## src/rtl/exec_cond_writeback.sv

```systemverilog
// Execute-stage condition check, NZCV+Q flag register and write-port sequencer for 32/64-bit results.
// Latency: strobes are combinational in the same cycle; flags update on the next edge; a long result takes 2 cycles.
// Backpressure: Stall is high during the low-word cycle of a long result, and upstream holds for the high-word cycle.
module exec_cond_writeback (
  input  logic        clk,
  input  logic        reset,
  input  logic        Valid,
  input  logic [3:0]  Cond,
  input  logic [4:0]  ALUFlags,
  input  logic [1:0]  FlagW,
  input  logic        QW,
  input  logic        ClrQ,
  input  logic        RegW,
  input  logic        MemW,
  input  logic        PCS,
  input  logic        Long,
  input  logic [31:0] Result,
  input  logic [31:0] HiResult,
  input  logic [3:0]  RdLo,
  input  logic [3:0]  RdHi,
  output logic [4:0]  Flags,
  output logic        CarryFlag,
  output logic        CondEx,
  output logic        RegWrite,
  output logic [3:0]  WA3,
  output logic [31:0] WD3,
  output logic        MemWrite,
  output logic        PCSrc,
  output logic        Stall
);

  typedef enum logic {IDLE, HI} state_t;

  state_t      state;
  logic [31:0] hi_data;
  logic [3:0]  hi_addr;
  logic        cond_ok;
  logic        exec;
  logic        flag_q, flag_n, flag_z, flag_c, flag_v;

  assign {flag_q, flag_n, flag_z, flag_c, flag_v} = Flags;
  assign CarryFlag = Flags[1];

  // Condition field evaluated against the registered flags
  always_comb begin
    cond_ok = 1'b0;
    unique case (Cond)
      4'b0000: cond_ok = flag_z;
      4'b0001: cond_ok = ~flag_z;
      4'b0010: cond_ok = flag_c;
      4'b0011: cond_ok = ~flag_c;
      4'b0100: cond_ok = flag_n;
      4'b0101: cond_ok = ~flag_n;
      4'b0110: cond_ok = flag_v;
      4'b0111: cond_ok = ~flag_v;
      4'b1000: cond_ok = flag_c & ~flag_z;
      4'b1001: cond_ok = ~flag_c | flag_z;
      4'b1010: cond_ok = (flag_n == flag_v);
      4'b1011: cond_ok = (flag_n != flag_v);
      4'b1100: cond_ok = ~flag_z & (flag_n == flag_v);
      4'b1101: cond_ok = flag_z | (flag_n != flag_v);
      4'b1110: cond_ok = 1'b1;
      4'b1111: cond_ok = 1'b0;
      default: cond_ok = 1'b0;
    endcase
  end

  // Qualified instruction; gated by reset so no strobe escapes while reset is held
  assign exec   = reset & Valid & cond_ok & (state == IDLE);
  assign CondEx = cond_ok & (state == IDLE);

  // Write-port and strobe mux: live instruction in IDLE, latched high word in HI
  always_comb begin
    RegWrite = 1'b0;
    WA3      = RdLo;
    WD3      = Result;
    MemWrite = 1'b0;
    PCSrc    = 1'b0;
    Stall    = 1'b0;
    if (state == HI) begin
      RegWrite = 1'b1;
      WA3      = hi_addr;
      WD3      = hi_data;
    end else begin
      RegWrite = exec & RegW;
      MemWrite = exec & MemW;
      PCSrc    = exec & PCS;
      Stall    = exec & RegW & Long;
    end
  end

  // Sequencer state and high-word latch
  always_ff @(posedge clk or negedge reset) begin
    if (!reset) begin
      state   <= IDLE;
      hi_data <= '0;
      hi_addr <= '0;
    end else begin
      unique case (state)
        IDLE: begin
          if (exec & RegW & Long) begin
            state   <= HI;
            hi_data <= HiResult;
            hi_addr <= RdHi;
          end
        end
        HI: state <= IDLE;
        default: state <= IDLE;
      endcase
    end
  end

  // NZCV updates only for executed instructions; sticky Q set beats clear
  always_ff @(posedge clk or negedge reset) begin
    if (!reset) begin
      Flags <= 5'b0;
    end else begin
      if (exec & FlagW[1]) Flags[3:2] <= ALUFlags[3:2];
      if (exec & FlagW[0]) Flags[1:0] <= ALUFlags[1:0];
      if (exec & QW & ALUFlags[4]) Flags[4] <= 1'b1;
      else if (ClrQ)               Flags[4] <= 1'b0;
    end
  end

endmodule

```

## config.mk

```make
export PLATFORM = sky130hd
export DESIGN_NAME = exec_cond_writeback
export DESIGN_NICKNAME = d
export VERILOG_FILES = /design/src/rtl/exec_cond_writeback.sv
export SDC_FILE = /design/constraint.sdc
export NUM_CORES = 1
export LEC_CHECK = 0
export CELL_PAD_IN_SITES_DETAIL_PLACEMENT = 0
export CELL_PAD_IN_SITES_GLOBAL_PLACEMENT = 2
export CORE_ASPECT_RATIO = 0.9
export CORE_MARGIN = 8
export CORE_UTILIZATION = 23
export DETAILED_ROUTE_END_ITERATION = 8
export PLACE_DENSITY_LB_ADDON = 0.1
export SKIP_LAST_GASP = 1
export SYNTH_ARGS = -nofsm -noshare
export SYNTH_HDL_FRONTEND = slang
export SYNTH_SLANG_ARGS = --single-unit
```

## constraint.sdc

```tcl
create_clock -name clk -period 3 [get_ports clk]
set_input_delay 0.6 -clock clk [delete_from_list [all_inputs] [get_ports clk]]
set_output_delay 0.6 -clock clk [all_outputs]
set_load 0.02 [all_outputs]
```

==> summary.md <==
| Metric | Value |
|---|---|
| Total routing resource utilization after global routing | `0.109` |
| Clock latency reported for the late side of the worst-skew pair | `approximately 0.27 ns` |
| Post-detailed-route DRC marker count | `0` |
| Total inserted antenna cells | `0` |
| Pin slew with the least headroom to its limit | `0.548 ns` |
| Post-synth cell types | `35` |
| Net switching power figure | `just over 0.7 mW` |
| Number of buffers added on ports | `between 100 and 150` |
| Peak Freq | `338 MHz` |
| Top fanout value on the critical path | `5` |
| Quantity of hold-fixing buffers added after cts | `0` |
| Tcrit/Tclk final | `0.985` |
| Total Wirelength | `7540 um` |
| Setup TNS Final | `0 ns` |
| Clock tree from TritonCTS | `done` |
| Total overflow reported by the global router | `0` |
| Min Hold Slack | `0.443 ns` |
| Slew HR | `0.634` |
| Worst R2R Start | `Flags[3]` |
| Die Y | `between 100 and 150 um` |
| Number of global-route vias before repair | `~2200` |
| Clock Power Share | `0.229` |
| Largest net degree at the start of global routing | `between 40 and 50` |
| DR vias | `around 1900` |
| Routed len/inst | `16.3 um` |
| Average instance area after synthesis | `approximately 14 um2` |
| Layout Cells excl Fill | `462` |
| Pins Over Slew Limit | `0` |
| R2r setup slk | `0.40 ns` |
| Worst-case reg-to-reg path depth | `10` |
| Leakage Power | `between 1.5 and 2 nW` |
| Path category of the worst min-delay check | `in2async` |
| Startpoint type of the worst setup path | `primary input` |
| Final core occ | `0.421` |
| Initial core utilization | `0.234` |
| Via density per instance | `between 4 and 5` |
| Clk sinks | `42` |
| Post-synthesis async set-or-reset flop share | `1.00` |
| Sequential cell area | `roughly 1100 um2` |
| Detailed Routing Iterations Pass 1 | `3` |
| Critical path data required time | `between 2 and 2.5 ns` |
| Cts bufs inserted | `5` |
| Top flip-flop cell by instance count after synthesis | `dfrtp_1` |
| Share of synthesized area occupied by flip-flops and latches | `0.443` |
| Register bit count reported by yosys | `42` |
| Number of warnings issued by yosys | `0` |
| Ports placed on the boundary | `~140` |
| Min Tclk post-route | `roughly 3.0 ns` |
| Terminus of the critical flop-to-flop path | `hi_data[25]` |
| Number of enable flip-flop cells after synthesis | `0` |
| Number of standard-cell rows in the floorplan | `35` |
| Post-synthesis net count | `262` |
| Arrival time reported for the critical path endpoint | `about 2.4 ns` |
| Total power density per cell area | `614 nW/um2` |
| Initial antenna violation count | `0` |
| Standard cell core area | `10200 um2` |
| HPWL Detailed | `~5900 um` |
| Overall power after layout | `about 2.6 mW` |
| Number of maximum-capacitance violations | `0` |
| Gate power share | `0.387` |
| Die Footprint | `roughly 14000 um2` |
| Layout cell share with drive strength beyond 1 | `0.381` |
| Filler cells | `around 1000` |
| Iter 0 DRT Violations | `73` |
| Cell Count Post-Placement | `approximately 450` |
| Die extent in x | `between 100 and 150 um` |
| Design internal power | `about 1.9 mW` |
| Max rail drop VDD | `around 0.00023 V` |
| Wire length of the first global-routing pass | `11900 um` |
| Buffer depth of the longest clock path | `2` |
| Clock Pin Slew Worst Setup and Hold Paths | `approximately 0.060 ns` |
| Skew final | `approximately 0.0028 ns` |
| Clock tree root driver cell | `clkbuf_16` |
| Power share of the sequential group | `0.385` |
| NumNets Final | `~420` |
| Setup repair after global routing missed its margin | `true` |
| Post-Synthesis Cells | `170` |
| Placer's final routability congestion estimate | `just under 0.7` |
| Count of antenna-violating nets left after detailed routing | `0` |
| Area overhead of the layout relative to synthesis | `80.3%` |
| Hold Violations, Final | `0` |
| CTS H-Tree Depth | `2` |
| Outcome | `completed` |
| Switching power share of the total | `0.274` |
| Area taken by multi-input logic gates | `1270 um2` |
| Startpoint-to-endpoint class of the critical path | `in2out` |
| Setup violators final | `0` |
| Type of destination of the critical path | `output pin` |
| Post-Synthesis Cell Area | `2370 um2` |
==> power by group through the flow <==
| stage | clock, mW | combinational (mW) | sequential, mW |
|---|---|---|---|
| after floorplan | 0 | 0.595 | 0.996 |
| after global placement | 0 | 1.00 | 1.02 |
| after detailed placement | 0 | 1.02 | 1.01 |
| after CTS | 0.630 | 1.03 | 1.02 |
| after global routing | 0.653 | 1.10 | 1.06 |
| final | 0.601 | 1.02 | 1.01 |
==> cell usage in the layout, fill, tap and decap left out, types with 3 or more instances in the layout <==
| cell | netlist | layout |
|---|---|---|
| buf_4 | 1 | 24 |
| clkdlybuf4s50_1 | 0 | 128 |
| nand2_1 | 6 | 6 |
| inv_1 | 4 | 3 |
| buf_12 | 0 | 4 |
| mux2_2 | 47 | 47 |
| clkbuf_16 | 0 | 5 |
| mux2_4 | 29 | 29 |
| clkdlybuf4s15_1 | 0 | 3 |
| dfrtp_1 | 42 | 41 |
==> cell type report <==
| cell class | instances | share of cell area |
|---|---|---|
| Timing Repair Buffer | 166 | 0.379 |
| Multi-Input combinational cell | 113 | 0.296 |
| Sequential cell | 42 | 0.246 |
| Tap cell | 129 | 0.0377 |
| Clock buffer | 7 | 0.0310 |
| Clock inverter | 1 | 0.00701 |
| Inverter | 4 | 0.00351 |
==> metrics by stage <==
step,area (um2),setup slack [ns]
global placement,4070,-0.517
floorplan,2370,0.205
global route,4280,-0.0406
CTS,4280,-0.00375
finish,4280,0.0440
detailed placement,4070,-0.563
==> flip-flops by register name, summed over array words and instances, names as in the netlist <==
name and flops:
hi_data 32, Flags 5, hi_addr 4, state 1
==> worst max-delay path by stage <==
stage | from | endpoint
global placement | Cond[1] | CondEx
detailed placement | Cond[0] | RegWrite
CTS | Cond[0] | RegWrite
floorplan | Cond[1] | CondEx
finish | Cond[0] | PCSrc
global route | Cond[0] | PCSrc
==> cell usage after synthesis, types with 2 or more instances <==
master    number  area share
buf_1          3      0.0047
mux2_2        47        0.22
mux2_4        29        0.18
inv_1          4      0.0063
dfrtp_1       42        0.44
nor2b_1        2      0.0053
nand2_1        6      0.0095
nor4b_1        2      0.0074
a21oi_1        2      0.0042
nor3_1         2      0.0042
buf_6          5       0.024
and3_1         2      0.0053
a211oi_1       2      0.0063
==> worst max-delay path: stages <==
cell and delay [ns]:
clkdlybuf4s15_1 0.25, buf_4 0.19, nor2b_2 0.16, o311ai_2 0.26, o221a_2 0.25, buf_4 0.11, nand2_1 0.09, and3_1 0.17
clkdlybuf4s15_1 0.28
==> metal layers <==
| layer | track usage | share of wire | up-vias | routed length, um |
|---|---|---|---|---|
| met1 | 0.135 | 0.42 | 927 | 3200 |
| met2 | 0.169 | 0.47 | 68 | 3560 |
| met3 | 0.0487 | 0.099 | 2 | 746 |
| li1 | - | - | 947 | - |
| met5 | 0 | 0 | - | 0 |
| met4 | 0.0217 | 0.0038 | 0 | 29 |
==> kinds of logic after synthesis <==
logic type | Yosys count | share of synthesized area
xor+xnor | 2 | 0.00738
flops | 42 | 0.443
buf+inv | 15 | 0.0416
simple gates | 21 | 0.0527
mux | 77 | 0.410
compound gates | 13 | 0.0453
==> timing repair <==
item | 4_1_cts | 5_1_grt
buffers inserted | 3 | 0
pin swaps | 2 | 1
endpoints found under the setup margin | 5 | 5
resized for setup | 20 | 10
cloned | 0 | 0
No activity file was read; power rests on OpenSTA's default activity.
